**src/rtl/hazard_forward_ctrl.sv**
```systemverilog
// rtl/hazard_forward_ctrl.sv - load-use / HI-LO stall and EX operand forwarding control
//
// Tracks the in-flight writers in EX and MEM, stalls the front end on a
// load-use hazard (and, with HAZARD_MULDIV_EN defined, while the mul/div unit
// is busy and ID wants HI/LO or another mul/div), and registers the EX operand
// forwarding selects at issue.
//
// Optional feature macro: HAZARD_MULDIV_EN (busy counter, HI/LO hazard,
// muldiv_busy). Undefined: no counter, muldiv_busy = 0.
//
// Ports:
//   clk, rst                 core clock, async active-high reset
//   id_valid                 ID holds a real instruction
//   id_rs/id_rt, id_use_*    ID source registers and their read enables
//   id_wreg, id_wen          ID destination register and write enable
//   id_is_load               ID instruction is a load (result at WB)
//   id_is_muldiv             ID instruction starts the mul/div unit
//   id_reads_hilo            ID instruction reads HI/LO
//   flush                    squash the ID instruction
//   stall                    hold PC and IF/ID, bubble into EX
//   ex_fwd_rs, ex_fwd_rt     EX mux selects: 0 regfile, 1 EX/MEM, 2 MEM/WB
//   muldiv_busy              mul/div busy counter is non-zero
module hazard_forward_ctrl #(
  parameter int MULDIV_CYCLES = 32,
  parameter int CNT_W         = 6
) (
  input  logic       clk,
  input  logic       rst,
  input  logic       id_valid,
  input  logic [4:0] id_rs,
  input  logic [4:0] id_rt,
  input  logic       id_use_rs,
  input  logic       id_use_rt,
  input  logic [4:0] id_wreg,
  input  logic       id_wen,
  input  logic       id_is_load,
  input  logic       id_is_muldiv,
  input  logic       id_reads_hilo,
  input  logic       flush,
  output logic       stall,
  output logic [1:0] ex_fwd_rs,
  output logic [1:0] ex_fwd_rt,
  output logic       muldiv_busy
);

  // Each entry keeps only the "is a writer" qualifier (valid & wen & wreg != 0)
  // plus what consumers need. The WB entry feeds nothing here: the register
  // file write in WB is visible to the ID read in the same cycle.
  logic       ex_wr_q,   ex_wr_d;
  logic       ex_load_q, ex_load_d;
  logic [4:0] ex_wreg_q, ex_wreg_d;
  logic       mem_wr_q;
  logic [4:0] mem_wreg_q;
  logic [1:0] fwd_rs_q, fwd_rs_d;
  logic [1:0] fwd_rt_q, fwd_rt_d;

  logic load_use;
  logic hilo_haz;
  logic issue;

  // Newer producer (EX, becoming MEM) wins over older (MEM, becoming WB).
  function automatic logic [1:0] fwd_sel(
    input logic       use_r,
    input logic [4:0] r,
    input logic       exw,
    input logic [4:0] exr,
    input logic       memw,
    input logic [4:0] memr
  );
    logic [1:0] sel;
    sel = 2'd0;
    if (use_r && (r != 5'd0)) begin
      if (exw && (exr == r))        sel = 2'd1;
      else if (memw && (memr == r)) sel = 2'd2;
    end
    return sel;
  endfunction

  // ex_wreg_q is non-zero whenever ex_wr_q is set, so a $0 read never matches.
  assign load_use = id_valid & ex_wr_q & ex_load_q &
                    ((id_use_rs & (id_rs == ex_wreg_q)) |
                     (id_use_rt & (id_rt == ex_wreg_q)));

  assign stall = id_valid & ~flush & (load_use | hilo_haz);
  assign issue = id_valid & ~flush & ~stall;

  always_comb begin
    ex_wr_d   = issue & id_wen & (id_wreg != 5'd0);
    ex_load_d = issue & id_is_load;
    ex_wreg_d = issue ? id_wreg : 5'd0;
    fwd_rs_d  = 2'd0;
    fwd_rt_d  = 2'd0;
    if (issue) begin
      fwd_rs_d = fwd_sel(id_use_rs, id_rs, ex_wr_q, ex_wreg_q, mem_wr_q, mem_wreg_q);
      fwd_rt_d = fwd_sel(id_use_rt, id_rt, ex_wr_q, ex_wreg_q, mem_wr_q, mem_wreg_q);
    end
  end

  always_ff @(posedge clk or posedge rst) begin
    if (rst) begin
      ex_wr_q    <= 1'b0;
      ex_load_q  <= 1'b0;
      ex_wreg_q  <= 5'd0;
      mem_wr_q   <= 1'b0;
      mem_wreg_q <= 5'd0;
      fwd_rs_q   <= 2'd0;
      fwd_rt_q   <= 2'd0;
    end else begin
      ex_wr_q    <= ex_wr_d;
      ex_load_q  <= ex_load_d;
      ex_wreg_q  <= ex_wreg_d;
      mem_wr_q   <= ex_wr_q;
      mem_wreg_q <= ex_wreg_q;
      fwd_rs_q   <= fwd_rs_d;
      fwd_rt_q   <= fwd_rt_d;
    end
  end

  assign ex_fwd_rs = fwd_rs_q;
  assign ex_fwd_rt = fwd_rt_q;

`ifdef HAZARD_MULDIV_EN
  logic [CNT_W-1:0] cnt_q, cnt_d;

  // Flush does not touch the counter: the mul/div op has already left ID.
  always_comb begin
    cnt_d = cnt_q;
    if (issue && id_is_muldiv)  cnt_d = CNT_W'(MULDIV_CYCLES);
    else if (cnt_q != '0)       cnt_d = cnt_q - CNT_W'(1);
  end

  always_ff @(posedge clk or posedge rst) begin
    if (rst) cnt_q <= '0;
    else     cnt_q <= cnt_d;
  end

  assign hilo_haz    = (cnt_q != '0) & (id_is_muldiv | id_reads_hilo);
  assign muldiv_busy = (cnt_q != '0);
`else
  logic unused_muldiv_inputs;
  assign unused_muldiv_inputs = id_is_muldiv ^ id_reads_hilo;
  assign hilo_haz    = 1'b0;
  assign muldiv_busy = 1'b0;
`endif

endmodule

```
**config.mk**
```make
export PLATFORM = sky130hd
export DESIGN_NAME = hazard_forward_ctrl
export DESIGN_NICKNAME = d
export VERILOG_FILES = /design/src/rtl/hazard_forward_ctrl.sv
export SDC_FILE = /design/constraint.sdc
export NUM_CORES = 1
export LEC_CHECK = 0
export CORE_AREA = 2 2 51 53
export CTS_CLUSTER_DIAMETER = 100
export CTS_CLUSTER_SIZE = 24
export DETAILED_ROUTE_END_ITERATION = 12
export DIE_AREA = 0 0 53 55
export PLACE_DENSITY = 0.76
export SYNTH_ARGS = -nofsm -noshare
export SYNTH_HDL_FRONTEND = slang
export SYNTH_SLANG_ARGS = --single-unit
```
**constraint.sdc**
```tcl
create_clock -name clk -period 1.45 [get_ports clk]
set_input_delay 0.29 -clock clk [delete_from_list [all_inputs] [get_ports clk]]
set_output_delay 0.29 -clock clk [all_outputs]
set_load 0.05 [all_outputs]
```
# Yosys cells after proc, flatten, opt, wreduce, memory -nomap -nowiden
# Index checks and enable logic that the tools add are counted.
dict set report totals {
  reg_bits 17
  in_bits 25
  elab_cells 45
}
dict set report classes {
  n_eq_ne 6
  mux 9
  bitwise 14
  reduce_logical 9
}
# op count
set ops {}
lappend ops {{$eq 5x5->1} 6}
lappend ops {{$mux 2} 8}
lappend ops {{$reduce_bool 5->1} 3}
lappend ops {{$and 1x1->1} 11}
lappend ops {{$logic_and 1x1->1} 6}
lappend ops {{$mux 5} 1}
lappend ops {{$not 1->1} 2}
lappend ops {{$or 1x1->1} 1}

# Logic depth before layout (Yosys ltp)
# Gate-level depths: netlist (run 1).
dict set report depth {
  ltp_word 9
  mapped_depth 5
  ltp_nobuf 4
}

# Least setup slack after synthesis (run 1)
# Ideal clock, no wire load.
dict set report synth_path {
  kind {reg2out}
  start {reg ex_wreg_q[1]}
  end {out stall}
  t_arrival_ps 2289
  t_required_ps 1160
  slack_ps -1129
  stages_incl_launch_ff 5
  n_path_buf 0
  path_cell_list {dfrtp_1 -> xor2_1 -> nor4_1 -> nand3_1 -> a211oi_1}
}
dict set report synth_between {
  elab_chain_len 5
  word_cells_on_any_way 7
  classes_between {2 x eq/ne; 5 x bitwise}
}
# element line
set synth_rtl {}
lappend synth_rtl {{start: declaration} 51} ;# logic [4:0] ex_wreg_q, ex_wreg_d;
lappend synth_rtl {{start signal: assignment} 111} ;# ex_wreg_q <= ex_wreg_d;
lappend synth_rtl {{$eq 5x5->1, on equally long branches} {81, 82}}
lappend synth_rtl {{$and 1x1->1, on equally long branches} {81, 82}}
lappend synth_rtl {{$or 1x1->1 *} 81} ;# ((id_use_rs & (id_rs == ex_wreg_q)) |
lappend synth_rtl {{$and 1x1->1 *} 80} ;# assign load_use = id_valid & ex_wr_q & ex_load_q &
lappend synth_rtl {{$and 1x1->1 *} 84} ;# assign stall = id_valid & ~flush & (load_use | hilo_haz);
lappend synth_rtl {{end: declaration} 40} ;# output logic stall,
# Every way passes the cells marked *; elsewhere a longest branch is shown, timed or not.

# Worst setup path in the final report (run 1)
dict set report layout_path {
  start {reg ex_wreg_q[2]}
  end {out stall}
}
# Same word-level chain as after synthesis.

==> results of run 1 <==
worst paths after layout:
check | end | slack, ps | depth (start not counted)
worst max register to register | ex_wreg_q[0] | -210 | 6
worst min-delay path | ex_wreg_q[3] | 310 | 3
worst max-delay path | stall | -710 | 5
max in group asynchronous | ex_wreg_q[2] | 940 | 3
worst min register to register | mem_wreg_q[0] | 460 | 0
min in group clk | mem_wreg_q[0] | 460 | 0
cell usage in the layout (no fill, tap or decap), types with 2 or more instances in the layout:
cell,netlist,final
nand3_1,6,6
nor4b_4,0,2
dfrtp_2,0,2
clkdlybuf4s50_1,0,12
dfrtp_1,17,15
or4_1,5,3
buf_6,0,3
or4_4,0,2
clkbuf_4,0,3
dlygate4sd2_1,0,10
o21ai_1,2,2
xor2_1,8,6
or3_4,0,2
nor4_2,0,2
xor2_2,0,2
nor3b_2,0,5
nor2_1,2,2
xnor2_2,0,2
xnor2_1,12,10
buf_12,0,7
inv_1,4,4
buf_4,2,20
routing by layer:
metal | vias to the layer above | GRT usage | share of wire
li1 | 386 | - | -
met1 | 394 | 0.1812 | 0.40
met2 | 15 | 0.3521 | 0.58
met3 | 0 | 0.03226 | 0.023
met4 | 0 | 0.03846 | 0
met5 | - | 0 | 0
through the flow:
stage               utilization  setup slack, ps  std cells  power (mW)  hold WS, ps
floorplan                     -           -425.8         80      0.5903        216.1
global placement         0.5762           -744.8        153      0.7078        443.6
detailed placement       0.5762           -768.3        153      0.7135        439.5
CTS                      0.6418           -751.1        160      0.9692        312.9
global route             0.6852           -802.6        164       1.035        327.8
finish                   0.6852           -713.6        164      0.9833        306.7
power breakdown:
| group | switching, mW | internal [mW] | total [mW] |
|---|---|---|---|
| Sequential | 0.0148 | 0.488 | 0.503 |
| Combinational | 0.103 | 0.145 | 0.248 |
| Clock | 0.126 | 0.107 | 0.233 |
| Total | 0.243 | 0.740 | 0.983 |
state kept, by name, indices dropped and copies added (netlist names):
name and flops:
ex_wr_q 1, ex_wreg_q 5, ex_load_q 1, mem_wr_q 1, ex_fwd_rt 2, ex_fwd_rs 2, mem_wreg_q 5
what timing repair did:
action / in CTS / in global routing
endpoints found under the setup margin: 12 / 12
hold buffers: 0 / 0
pin swaps: 19 / 10
resized for setup: 27 / 14
setup buffers: 4 / 5
cloned: 0 / 0
endpoints found under the hold margin: 0 / 0
cell families after synthesis:
kind of cell	after synthesis	share of synthesized area
other cells	1	0.004331
flops	17	0.4913
compound gates	6	0.04191
buf+inv	6	0.03467
xor+xnor	20	0.2023
simple gates	30	0.2254
critical path: stages, from the launching register on:
cell and delay (ps):
dfrtp_2 460, xnor2_2 200, nand2_1 90, or3_4 390, a211oi_4 290, buf_12 170
layout make-up:
class	instances	area, sq um	share of cell area
Sequential cell	17	427.9	0.2641
Tap cell	30	37.54	0.02317
Inverter	4	15.01	0.009266
Clock buffer	4	26.28	0.01622
Multi-Input combinational cell	57	581.8	0.3591
Timing Repair Buffer	52	531.8	0.3282
==> impl_metrics.py, run 1 <==
metrics = {
    "grt": {
        "grt_max_degree": 18,
        "grt_use_total": 0.1722,
        "gr-total-overflow": 0,
        "grt_pass1_vias": 825,
        "antenna_found_initial": 0,
        "grt_pass1_wl_um": 3505,
    },
    "floorplanning": {
        "die_h_um": 55,
        "die-area_sq_um": 2915,
        "core_sq_um": 2365,
        "initial_core_util": 0.3661,
        "rows": 18,
        "die-width_um": 53,
        "io_pins": 31,
    },
    "cts": {
        "path_clk_slew_ps": 90,
        "clock_path_buffers": 2,
        "cts_tree": "built",
        "root_buffer": "clkbuf_4",
        "htree_levels": 1,
        "numCtsBuffers": 3,
        "cts.sinks": 17,
        "clk_latency_ps": 270,
    },
    "sta": {
        "fin_skew_ps": 4.478,
        "hold_viol": 0,
        "slew_viol_final": 0,
        "setup_slack_ps": -713.6,
        "timing.final.crit_share": 1.492,
        "finalSetupViolations": 12,
        "rsz0062_at_grt": "true",
        "clock.fmax_mhz": 462.2,
        "fin_crit_ps": 2164,
        "finalSetupTns_ps": -2423,
    },
    "min_path": {
        "min_path_type": "in -> async",
    },
    "place": {
        "place_hpwl_um": 1806,
        "post_dp_cell_area_sq_um": 1363,
        "numPortBuffers": 27,
        "routabilityCongestion": 0.8057,
    },
    "logic_synthesis": {
        "ys_warn_count": 0,
        "syn_inst": 80,
        "syn_area_sq_um": 865.8,
        "synth_edf_count": 0,
        "synth_ff_type": "dfrtp_1",
        "ys_types": 21,
        "async_flop_share": 1.000,
        "yosysSeqAreaShare": 0.4913,
        "synth_top_cell_by_area": "dfrtp_1",
        "yosys.area.top_type_share": 0.4913,
        "syn_nets": 105,
        "avgSynthCellArea_sq_um": 10.82,
        "synth_common_cells": "dfrtp_1 (17), xnor2_1 (12), xor2_1 (8), nand3_1 (6), nor3b_1 (6)",
        "yosys-top-cells-area": "dfrtp_1 (49%), xnor2_1 (12%), xor2_1 (8.1%)",
        "yosys.cell_count.top_type": "dfrtp_1",
        "yosys_register_bits": 17,
    },
    "routing": {
        "wl_per_cell_um": 14.82,
        "drt-total-wl_um": 2430,
        "drtPass1Iterations": 2,
        "ant_nets": 0,
        "viasPerCell": 4.848,
        "drc": 0,
        "num_vias": 795,
        "dr.first_iter.drc_count": 1,
    },
    "worst_setup_path": {
        "worstPathRequired_ps": 1160,
        "critPathArrivalTime_ps": 1870,
        "path_max_fanout": 3,
        "critPathKind": "reg -> out",
        "start_kind": "flip-flop",
        "startpoint": "ex_wreg_q[2]",
        "endpoint_kind": "output pin",
        "r2r_start": "ex_wreg_q[2]",
    },
    "final_layout": {
        "fin_area_sq_um": 1620,
        "drive_gt1_frac": 0.4328,
        "diodes": 0,
        "fillers": 186,
        "area_delta_synth_final_pct": 87.14,
        "fin_nets": 160,
    },
    "power_and_ir_drop": {
        "peakVddDrop_v": 0.0004970,
        "leakagePower_nw": 0.6928,
        "p_per_area_nw_per_um2": 606.9,
    },
    "run": {
        "maxCapViolCount": 0,
    },
    "status": {
        "outcome": "complete, but fails checks",
        "violations": "setup timing",
    },
}
No activity file was read; power rests on OpenSTA's default activity.
==> inputs of run 2 (changes only) <==
--- a/config.mk
+++ b/config.mk
@@ -5,6 +5,7 @@
 export SDC_FILE = /design/constraint.sdc
 export NUM_CORES = 1
 export LEC_CHECK = 0
+export CAP_MARGIN = 20
 export CORE_AREA = 2 2 51 53
 export CTS_CLUSTER_DIAMETER = 100
 export CTS_CLUSTER_SIZE = 24
==> results of run 2 <==
The final DEF is identical to that of run 1; final timing and power are the same.
